### src/rtl/rob_retire_ctrl.sv
// In-order reorder buffer: 2-wide allocate, 2 completion ports, 4-wide in-order retire, 1-cycle flush.
// Optional macro ROB_STALL_CNT_EN adds the RetireStallCnt retire-stall counter output.
module rob_retire_ctrl #(
    parameter int ROBDEEP  = 16,
    parameter int ROBPTRW  = 4,
    parameter int PHYRPTRW = 7
) (
    input  logic                Clk,
    input  logic                Rest,
    input  logic                AllocValid1,
    input  logic                AllocValid2,
    input  logic                AllocWen1,
    input  logic                AllocWen2,
    input  logic [4:0]          AllocAR1,
    input  logic [4:0]          AllocAR2,
    input  logic [PHYRPTRW-1:0] AllocPR1,
    input  logic [PHYRPTRW-1:0] AllocPR2,
    input  logic [PHYRPTRW-1:0] AllocOldPR1,
    input  logic [PHYRPTRW-1:0] AllocOldPR2,
    output logic                AllocReady,
    output logic [ROBPTRW-1:0]  AllocIdx1,
    output logic [ROBPTRW-1:0]  AllocIdx2,
    input  logic                CmpValid1,
    input  logic                CmpValid2,
    input  logic [ROBPTRW-1:0]  CmpIdx1,
    input  logic [ROBPTRW-1:0]  CmpIdx2,
    input  logic                CmpExc1,
    input  logic                CmpExc2,
    output logic                RetireReg1Able,
    output logic                RetireReg2Able,
    output logic                RetireReg3Able,
    output logic                RetireReg4Able,
    output logic [4:0]          RetireAR1Addr,
    output logic [4:0]          RetireAR2Addr,
    output logic [4:0]          RetireAR3Addr,
    output logic [4:0]          RetireAR4Addr,
    output logic [PHYRPTRW-1:0] RetirePR1Addr,
    output logic [PHYRPTRW-1:0] RetirePR2Addr,
    output logic [PHYRPTRW-1:0] RetirePR3Addr,
    output logic [PHYRPTRW-1:0] RetirePR4Addr,
    output logic                FreeValid1,
    output logic                FreeValid2,
    output logic                FreeValid3,
    output logic                FreeValid4,
    output logic [PHYRPTRW-1:0] FreePR1,
    output logic [PHYRPTRW-1:0] FreePR2,
    output logic [PHYRPTRW-1:0] FreePR3,
    output logic [PHYRPTRW-1:0] FreePR4,
    output logic                ReMapping,
    output logic                FlushReq
`ifdef ROB_STALL_CNT_EN
    ,
    output logic [31:0]         RetireStallCnt
`endif
);

    typedef enum logic {ST_RUN = 1'b0, ST_FLUSH = 1'b1} state_t;

    state_t                state_q, state_d;
    logic [ROBPTRW-1:0]    head_q, head_d, tail_q, tail_d;
    logic [ROBPTRW:0]      count_q, count_d;
    logic [ROBDEEP-1:0]    valid_q, valid_d, done_q, done_d, exc_q, exc_d, wen_q, wen_d;
    logic [4:0]            ar_q    [ROBDEEP];
    logic [4:0]            ar_d    [ROBDEEP];
    logic [PHYRPTRW-1:0]   pr_q    [ROBDEEP];
    logic [PHYRPTRW-1:0]   pr_d    [ROBDEEP];
    logic [PHYRPTRW-1:0]   oldpr_q [ROBDEEP];
    logic [PHYRPTRW-1:0]   oldpr_d [ROBDEEP];

    logic                  alloc_fire1, alloc_fire2;
    logic [ROBPTRW:0]      alloc_n;
    logic [ROBPTRW-1:0]    tail_p1;
    logic [ROBPTRW-1:0]    ret_idx [4];
    logic [3:0]            ret_ok;
    logic [2:0]            ret_cnt;
    logic                  chain;
    logic                  ret_able  [4];
    logic [4:0]            ret_ar    [4];
    logic [PHYRPTRW-1:0]   ret_pr    [4];
    logic [PHYRPTRW-1:0]   ret_oldpr [4];

    // FSM: state register
    always_ff @(posedge Clk) begin
        if (Rest) state_q <= ST_RUN;
        else      state_q <= state_d;
    end

    // FSM: next state; an excepting head triggers the flush
    always_comb begin
        state_d = state_q;
        case (state_q)
            ST_RUN:   if (valid_q[head_q] && done_q[head_q] && exc_q[head_q]) state_d = ST_FLUSH;
            ST_FLUSH: state_d = ST_RUN;
            default:  state_d = ST_RUN;
        endcase
    end

    // FSM: outputs
    always_comb begin
        ReMapping  = (state_q == ST_FLUSH);
        FlushReq   = (state_q == ST_FLUSH);
        AllocReady = (state_q == ST_RUN) && (count_q <= (ROBPTRW+1)'(ROBDEEP-2));
    end

    assign tail_p1   = tail_q + 1'b1;
    assign AllocIdx1 = tail_q;
    assign AllocIdx2 = tail_p1;

    // Retire window: a slot retires only if every older slot also retires
    always_comb begin
        ret_ok  = '0;
        ret_cnt = '0;
        chain   = (state_q == ST_RUN);
        for (int k = 0; k < 4; k++) begin
            ret_idx[k] = head_q + ROBPTRW'(k);
            chain = chain && (count_q > (ROBPTRW+1)'(k)) && valid_q[ret_idx[k]]
                    && done_q[ret_idx[k]] && !exc_q[ret_idx[k]];
            ret_ok[k] = chain;
            if (chain) ret_cnt = 3'(k + 1);
        end
    end

    always_comb begin
        for (int k = 0; k < 4; k++) begin
            ret_able[k]  = 1'b0;
            ret_ar[k]    = '0;
            ret_pr[k]    = '0;
            ret_oldpr[k] = '0;
            if (ret_ok[k]) begin
                ret_able[k]  = wen_q[ret_idx[k]];
                ret_ar[k]    = ar_q[ret_idx[k]];
                ret_pr[k]    = pr_q[ret_idx[k]];
                ret_oldpr[k] = oldpr_q[ret_idx[k]];
            end
        end
    end

    assign RetireReg1Able = ret_able[0];
    assign RetireReg2Able = ret_able[1];
    assign RetireReg3Able = ret_able[2];
    assign RetireReg4Able = ret_able[3];
    assign RetireAR1Addr  = ret_ar[0];
    assign RetireAR2Addr  = ret_ar[1];
    assign RetireAR3Addr  = ret_ar[2];
    assign RetireAR4Addr  = ret_ar[3];
    assign RetirePR1Addr  = ret_pr[0];
    assign RetirePR2Addr  = ret_pr[1];
    assign RetirePR3Addr  = ret_pr[2];
    assign RetirePR4Addr  = ret_pr[3];
    assign FreeValid1     = ret_able[0];
    assign FreeValid2     = ret_able[1];
    assign FreeValid3     = ret_able[2];
    assign FreeValid4     = ret_able[3];
    assign FreePR1        = ret_oldpr[0];
    assign FreePR2        = ret_oldpr[1];
    assign FreePR3        = ret_oldpr[2];
    assign FreePR4        = ret_oldpr[3];

    assign alloc_fire1 = AllocReady && AllocValid1;
    assign alloc_fire2 = alloc_fire1 && AllocValid2;
    assign alloc_n     = (ROBPTRW+1)'(alloc_fire1) + (ROBPTRW+1)'(alloc_fire2);

    // Entry, pointer and occupancy update
    always_comb begin
        valid_d = valid_q;
        done_d  = done_q;
        exc_d   = exc_q;
        wen_d   = wen_q;
        ar_d    = ar_q;
        pr_d    = pr_q;
        oldpr_d = oldpr_q;
        head_d  = head_q + ROBPTRW'(ret_cnt);
        tail_d  = tail_q + alloc_n[ROBPTRW-1:0];
        count_d = count_q + alloc_n - (ROBPTRW+1)'(ret_cnt);
        for (int k = 0; k < 4; k++) begin
            if (ret_ok[k]) valid_d[ret_idx[k]] = 1'b0;
        end
        if (state_q == ST_RUN) begin
            if (CmpValid1 && valid_q[CmpIdx1]) begin
                done_d[CmpIdx1] = 1'b1;
                if (CmpExc1) exc_d[CmpIdx1] = 1'b1;
            end
            if (CmpValid2 && valid_q[CmpIdx2]) begin
                done_d[CmpIdx2] = 1'b1;
                if (CmpExc2) exc_d[CmpIdx2] = 1'b1;
            end
        end
        if (alloc_fire1) begin
            valid_d[tail_q] = 1'b1;
            done_d[tail_q]  = 1'b0;
            exc_d[tail_q]   = 1'b0;
            wen_d[tail_q]   = AllocWen1;
            ar_d[tail_q]    = AllocAR1;
            pr_d[tail_q]    = AllocPR1;
            oldpr_d[tail_q] = AllocOldPR1;
        end
        if (alloc_fire2) begin
            valid_d[tail_p1] = 1'b1;
            done_d[tail_p1]  = 1'b0;
            exc_d[tail_p1]   = 1'b0;
            wen_d[tail_p1]   = AllocWen2;
            ar_d[tail_p1]    = AllocAR2;
            pr_d[tail_p1]    = AllocPR2;
            oldpr_d[tail_p1] = AllocOldPR2;
        end
        if (state_q == ST_FLUSH) begin
            valid_d = '0;
            done_d  = '0;
            exc_d   = '0;
            head_d  = '0;
            tail_d  = '0;
            count_d = '0;
        end
    end

    always_ff @(posedge Clk) begin
        if (Rest) begin
            head_q  <= '0;
            tail_q  <= '0;
            count_q <= '0;
            valid_q <= '0;
            done_q  <= '0;
            exc_q   <= '0;
        end else begin
            head_q  <= head_d;
            tail_q  <= tail_d;
            count_q <= count_d;
            valid_q <= valid_d;
            done_q  <= done_d;
            exc_q   <= exc_d;
        end
    end

    // Payload fields are qualified by valid_q, so they carry no reset
    always_ff @(posedge Clk) begin
        wen_q   <= wen_d;
        ar_q    <= ar_d;
        pr_q    <= pr_d;
        oldpr_q <= oldpr_d;
    end

`ifdef ROB_STALL_CNT_EN
    logic [31:0] stall_cnt_q, stall_cnt_d;

    always_comb begin
        stall_cnt_d = stall_cnt_q;
        if ((state_q == ST_RUN) && (count_q != '0) && (ret_cnt == '0) && (stall_cnt_q != 32'hFFFF_FFFF))
            stall_cnt_d = stall_cnt_q + 32'd1;
    end

    always_ff @(posedge Clk) begin
        if (Rest) stall_cnt_q <= '0;
        else      stall_cnt_q <= stall_cnt_d;
    end

    assign RetireStallCnt = stall_cnt_q;
`endif

endmodule

### config.mk
export PLATFORM = sky130hd
export DESIGN_NAME = rob_retire_ctrl
export DESIGN_NICKNAME = d
export VERILOG_FILES = /design/src/rtl/rob_retire_ctrl.sv
export SDC_FILE = /design/constraint.sdc
export NUM_CORES = 2
export LEC_CHECK = 0
export ABC_CLOCK_PERIOD_IN_PS = 5180
export CAP_MARGIN = 20
export CORE_MARGIN = 2
export CORE_UTILIZATION = 53
export CTS_CLUSTER_DIAMETER = 200
export DETAILED_ROUTE_END_ITERATION = 10
export MAX_ROUTING_LAYER = met4
export PLACE_DENSITY = 0.77
export REMOVE_ABC_BUFFERS = 1
export SETUP_SLACK_MARGIN = 0.1
export SYNTH_ARGS = -nofsm -noshare
export SYNTH_HDL_FRONTEND = slang
export SYNTH_SLANG_ARGS = --single-unit
### constraint.sdc
create_clock -name Clk -period 5.18 [get_ports Clk]
set_input_delay 0.777 -clock Clk [delete_from_list [all_inputs] [get_ports Clk]]
set_output_delay 0.777 -clock Clk [all_outputs]
set_load 0.01 [all_outputs]
==> results.tsv <==
metric	value	unit
status	finished, final reports clean	
drive_gt1_share	23.6	%
start_util	53.4	%
synth_area_leaders	mux4_2 (32%), dfxtp_1 (27%), mux2i_1 (12%)	
dpl.cell_count	3355	
max_freq	0.200	GHz
synth_area_per_cell	10.5	sq um
crit_slowest_cell	clkdlybuf4s50_1	
power.leakage	10.6	nW
yosysTopAreaCell	mux4_2	
reg2reg_depth	16	
track_usage	37.1	%
die_w	236	um
worstPathCellList	nor2b_1, buf_4, nor2b_1, or4_4, a211oi_4, buf_4, nand2_2, buf_4, a211oi_1, clkdlybuf4s50_1	
synth_top_cell_area_share	31.8	%
vdd_drop_max	0.309	mV
period_minus_slack	5.01	ns
critPathBufInv	4	
critPathLaunchType	flip-flop	
grt_max_degree	146	
vias	25500	
dpl.hpwl	65.9	mm
crit_path_frequent_cell	buf_4	
area_growth	13.5	%
cts_hold_buf	0	
hold_class	flip-flop to flip-flop	
antenna_found_initial	3	
ys_ff_latch	382	
min_to	done_q[10]	
required	4.40	ns
placed_area	30700	sq um
multi_input_area	19800	sq um
fin_skew	0.0345	ns
rsz0062_at_grt	false	
grt_pass1_wl	153	mm
final_cell_mix	mux4_2 (404), dfxtp_1 (378), mux2i_1 (352), nor2_1 (331), a21oi_1 (309)	
viasPerCell	7.38	
powerDensity	340	nW/um^2
min_from	done_q[10]	
cp_slowest_stage_delay	0.63	ns
dr.pass1.iters	6	
async_flop_share	0	%
htree_num_levels	2	
drcViolationCount	0	
synth_cells	2733	
coreArea	53600	sq um
fin_cells	3452	
fin_area	32500	sq um
clock_latency	0.62	ns
grt_overflow_total	0	
layout_commonest_cell	mux4_2	
yosysSeqAreaShare	26.7	%
clk_pin_slew	0.06	ns
worstHoldPathCells	2	
critical_path_arrival	4.23	ns
crit_family	buffers and inverters	
fill_cells	4224	
cts_num_sinks	382	
worstPathMaxFanout	18	
die_area	55900	sq um
layout.nets	2801	
setup_tns	0	ns
r2r_end	count_q[4]	
hold_viol_final	0	
wl	102	mm
finalMaxSlewViolations	0	
ant_nets	0	
cts_made_buffers	47	
synth.distinct_cells	80	
drt_iter0_drc	3875	
cts_tree	done	
synth-edff-count	0	
drv_cap	0	
yosys_warnings	0	
ctsLongestPathBuffers	3	
reg2reg_from	head_q[0]	
io_buffers	150	
netlist_area	28600	sq um
relSlewSlack	27.7	%
holdWs	0.515	ns
rows	85	
synth_ff_type	dfxtp_1	
routedWlPerCell	29.6	um
critPathKind	flip-flop to primary output	
worst_pin_slew	1.08	ns
setup_viol	0	
place_congestion	1.01	
cp-end-kind	primary output	
cts_root_buffer	clkbuf_16	
grt_pass1_vias	24100	
period_share	96.7	%
register_area	7660	sq um
die_h	236	um
ios	151	
r2r_slack	0.79	ns
==> stage by stage <==
stage	power (W)	utilization, %	setup slack, ns
global placement	0.00719	57.2	0.455
detailed placement	0.00735	57.2	0.474
finish	0.0111	60.6	0.173
floorplan	0.00637	-	-19.16
CTS	0.0109	60.5	0.119
global route	0.0114	60.6	0.101
==> state kept, by name (all words and copies together) (netlist names) <==
name       count
AllocIdx1      4
FlushReq       1
ar_q          80
count_q        5
done_q        16
exc_q         16
head_q         4
oldpr_q      112
pr_q         112
valid_q       16
wen_q         16
==> area by class of cell <==
| cell class | count | share of cell area [%] |
|---|---|---|
| tap | 696 | 2.68 |
| inverter | 31 | 0.358 |
| timing repair buffer | 243 | 7.13 |
| multi-input combinational | 2009 | 61.1 |
| sequential | 382 | 23.6 |
| antenna | 3 | 0.0231 |
| clock inverter | 24 | 0.882 |
| clock buffer | 64 | 4.28 |
==> power breakdown <==
group | switching (W) | total [W] | internal [W] | leakage, nW
Clock | 0.00146 | 0.00360 | 0.00214 | 0.821
Sequential | 0.000856 | 0.00444 | 0.00359 | 3.13
Combinational | 0.00123 | 0.00302 | 0.00178 | 6.62
==> cell usage after synthesis, drive strengths merged (4+ instances only) <==
library cell,instances
nor4bb,4
fa,4
o22ai,12
a211oi,41
nor3b,6
inv,31
mux4,404
or2,4
a21oi,309
a311oi,6
nand4b,4
mux2,6
nand2b,9
a22oi,9
mux2i,352
o211a,7
xor2,9
o21ai,67
o31ai,8
xnor2,8
and2,29
nor2b,66
clkbuf,170
and3b,4
nand4,5
nand3,29
nand3b,14
ha,27
o21a,5
nor2,344
and3,15
o221ai,6
o311a,6
nor4,10
nand2,86
nor3,28
a31oi,18
buf,141
dfxtp,382
==> cell families after synthesis <==
kind of cell,Yosys count,share of synthesized area (%)
fa+ha+maj,31,1.46
xor+xnor,17,0.599
mux,762,44.3
compound gates,530,10.9
buf+inv,342,5.02
flops,382,26.7
simple gates,669,11.0
==> worst max path at each step <==
| stage | start | end | slack, ns | cells after the start |
|---|---|---|---|---|
| after floorplan | head_q[0] | count_q[3] | -19.16 | 16 |
| after global placement | head_q[1] | count_q[4] | 0.45 | 16 |
| after detailed placement | head_q[1] | count_q[4] | 0.47 | 16 |
| after CTS | head_q[3] | FreePR2[2] | 0.12 | 10 |
| after global routing | head_q[0] | FreePR2[0] | 0.10 | 10 |
| final | head_q[3] | FreePR2[0] | 0.17 | 10 |
==> metal layers <==
layer,part of all wire [%],GRT usage [%],up-vias,routed length [um]
li1,-,-,10400,-
met1,36,47.7,12500,36600
met2,44,53.6,2136,45300
met3,14,10.3,426,14100
met4,5.9,19.3,0,6030
met5,0,-,-,0
==> worst min-delay path: stages (launching register included) <==
cell and delay (ns):
dfxtp_1 0.32, nor2_1 0.10, nor3_1 0.05
==> repair_timing <==
| action | 4_1_cts | 5_1_grt |
|---|---|---|
| gates cloned | 0 | 0 |
| endpoints found under the setup margin | 33 | 15 |
| buffers inserted | 4 | 2 |
| resized for setup | 2 | 7 |
| pin swaps | 0 | 1 |
No activity file was read; power rests on OpenSTA's default activity.
==> edit: new RTL, same flow settings <==
Change the parameter `PHYRPTRW` from 7 to 9.
--- a/src/rtl/rob_retire_ctrl.sv
+++ b/src/rtl/rob_retire_ctrl.sv
@@ -5,3 +5,3 @@
     parameter int ROBPTRW  = 4,
-    parameter int PHYRPTRW = 7
+    parameter int PHYRPTRW = 9
 ) (
Interface: changed (12 resized); port bits go from 151 to 175. The function was not compared with the original's and may differ.
==> edit against the original RTL <==
Synthesized area is 16% higher; die area grew 16%; first-iteration DRC count up 20%; design area grew 15%; sequential cell count rose by 64; worst setup slack better by 0.0053 ns; fmax is 0.11% higher; clock power about the same; routed wire length is 18% higher; critical endpoint is now RetirePR1Addr[8]; sequential power increased by 17%; power is 11% higher; non-clock buffer count grew 32.
==> edit: results (changes against the original RTL) <==
[setup_path]
cpMaxStageDelayCell=buf_4
worstPathArrival_ns=4.22  ; about the same
slowest_delay_ns=0.92  ; +0.29 ns
worstPathMaxFanout=74  ; +56

[global_route]
grt_pass1_vias=28100  ; +17%
grt_pass1_wl_mm=177  ; +15%
track_usage_pct=37.7  ; +0.62 points
grt_max_degree=160  ; +9.6%
antenna_found_initial=7  ; +4

[min_path]
hp-class=reg -> reg

[power]
peakVddDrop_mv=0.250  ; -19%
p_leak_nw=12.2  ; +16%

[placement]
hpwlAfterDp_mm=73.8  ; +12%
place_ws_ns=0.373  ; -0.102 ns
gp_congestion=1.02  ; +0.79%
port_buffers=174  ; +16%

[cells_and_area]
final_nets=3173  ; +13%
largestRegisters=oldpr_q (144), pr_q (144), ar_q (80)
drive_gt1_share_pct=23.8  ; +0.12 points
fillerInstances=4727  ; +12%

[drt]
drt_iter0_drc=4659  ; +20%
via_per_inst=7.41  ; +0.34%
wl_per_cell_um=30.3  ; +2.6%

[status]
status=completed

[timing]
max_slew.worst_pin.slew_ns=1.14  ; +0.0639 ns
skew_ns=0.0204  ; -0.0141 ns

[clock_tree]
ctsRootBufferMaster=clkbuf_16
cts_htree_levels=2  ; unchanged
clk_latency_ns=0.63
numCtsBuffers=50  ; +6.4%

[yosys]
synthTopCellsByCount=mux4_2 (498), dfxtp_1 (446), nor2_1 (416), mux2i_1 (399), a21oi_1 (357)
synthArstFlopShare_pct=0  ; unchanged
synth_cell_type_count=76  ; -5.0%
yosys-top-cells-area=mux4_2 (34%), dfxtp_1 (27%), mux2i_1 (12%)
seq_area_frac_synth_pct=26.9  ; +0.21 points

edit: cell types whose count changed in the layout (fill, tap and decap cells not counted), sizes merged, moves of 14 or more:
cell           unedited run  this run
mux4                    404       498
nor2                    344       416
dfxtp                   382       446
a21oi                   309       358
mux2i                   352       399
a221oi                    3        33
a211oi                   41        12
nand2                    86       108
clkdlybuf4s50           150       171
and2                     29        45
nor2b                    66        82
nand3                    29        15
edit: path summary, 6_finish.rpt:
check	start	depth (start not counted)	endpoint	slack (ns)
hold reg to reg	exc_q[12]	2	exc_q[12]	0.56
setup reg to reg	head_q[3]	17	count_q[4]	0.56
hold / removal	exc_q[12]	2	exc_q[12]	0.56
setup / recovery	head_q[1]	6	RetirePR1Addr[8]	0.18
edit: where the power goes:
group,total (mW),switching [mW],internal [mW]
combinational,3.53,1.38,2.14
sequential,5.19,0.991,4.20
clock,3.60,1.56,2.04
total,12.3,3.94,8.38
edit: metal layers:
metal	GRT usage [%]	part of all wire [%]
met5	-	0
met4	24.0	7.6
met3	11.6	15
met2	55.0	44
met1	45.7	33
edit: cell type report:
cell class	instances	area share, %
Multi-Input combinational cell	2273	61.3
Clock inverter	13	0.312
Timing Repair Buffer	275	7.23
Antenna cell	8	0.0536
Clock buffer	75	4.01
Inverter	31	0.335
Tap cell	837	2.81
Sequential cell	446	23.9
edit: metrics by stage:
stage / std cells / instance area [sq um] / power, mW / setup TNS [ns] / utilization [%]
finish: 3958 / 37300 / 12.3 / 0 / 60.4
floorplan: 2750 / 31700 / 7.48 / -3002.89 / -
CTS: 3945 / 37200 / 12.2 / 0 / 60.1
global route: 3957 / 37300 / 12.7 / 0 / 60.4
detailed placement: 3853 / 35500 / 8.59 / 0 / 57.4
global placement: 3853 / 35500 / 8.35 / 0 / 57.4
edit: kinds of logic (layout without fill, tap and decap cells):
logic type                 after synthesis  count (layout)  synth area share [%]
muxes                                  901             901                  46.0
and+or+nand+nor                        766             766                  10.6
AOI/OAI and AO/OA                      557             557                  9.82
DFF                                    446             446                  26.9
buffers and inverters                  384             394                  4.88
adders and majority gates               32              32                  1.30
xor gates and xnor gates                17              17                 0.449
other                                    0               8                     0
edit: critical path, delay by kind of cell, from the launching register on:
kind | cells | cell delay, ns
and+or+nand+nor | 1 | 0.15
buffers and inverters | 3 | 1.90
DFF | 1 | 0.38
muxes | 2 | 1.07
edit: repair_timing:
item,4_1_cts,5_1_grt
setup buffers,4,3
resized for setup,8,12
pin swaps,2,2
gates cloned,0,2
endpoints found under the setup margin,59,66
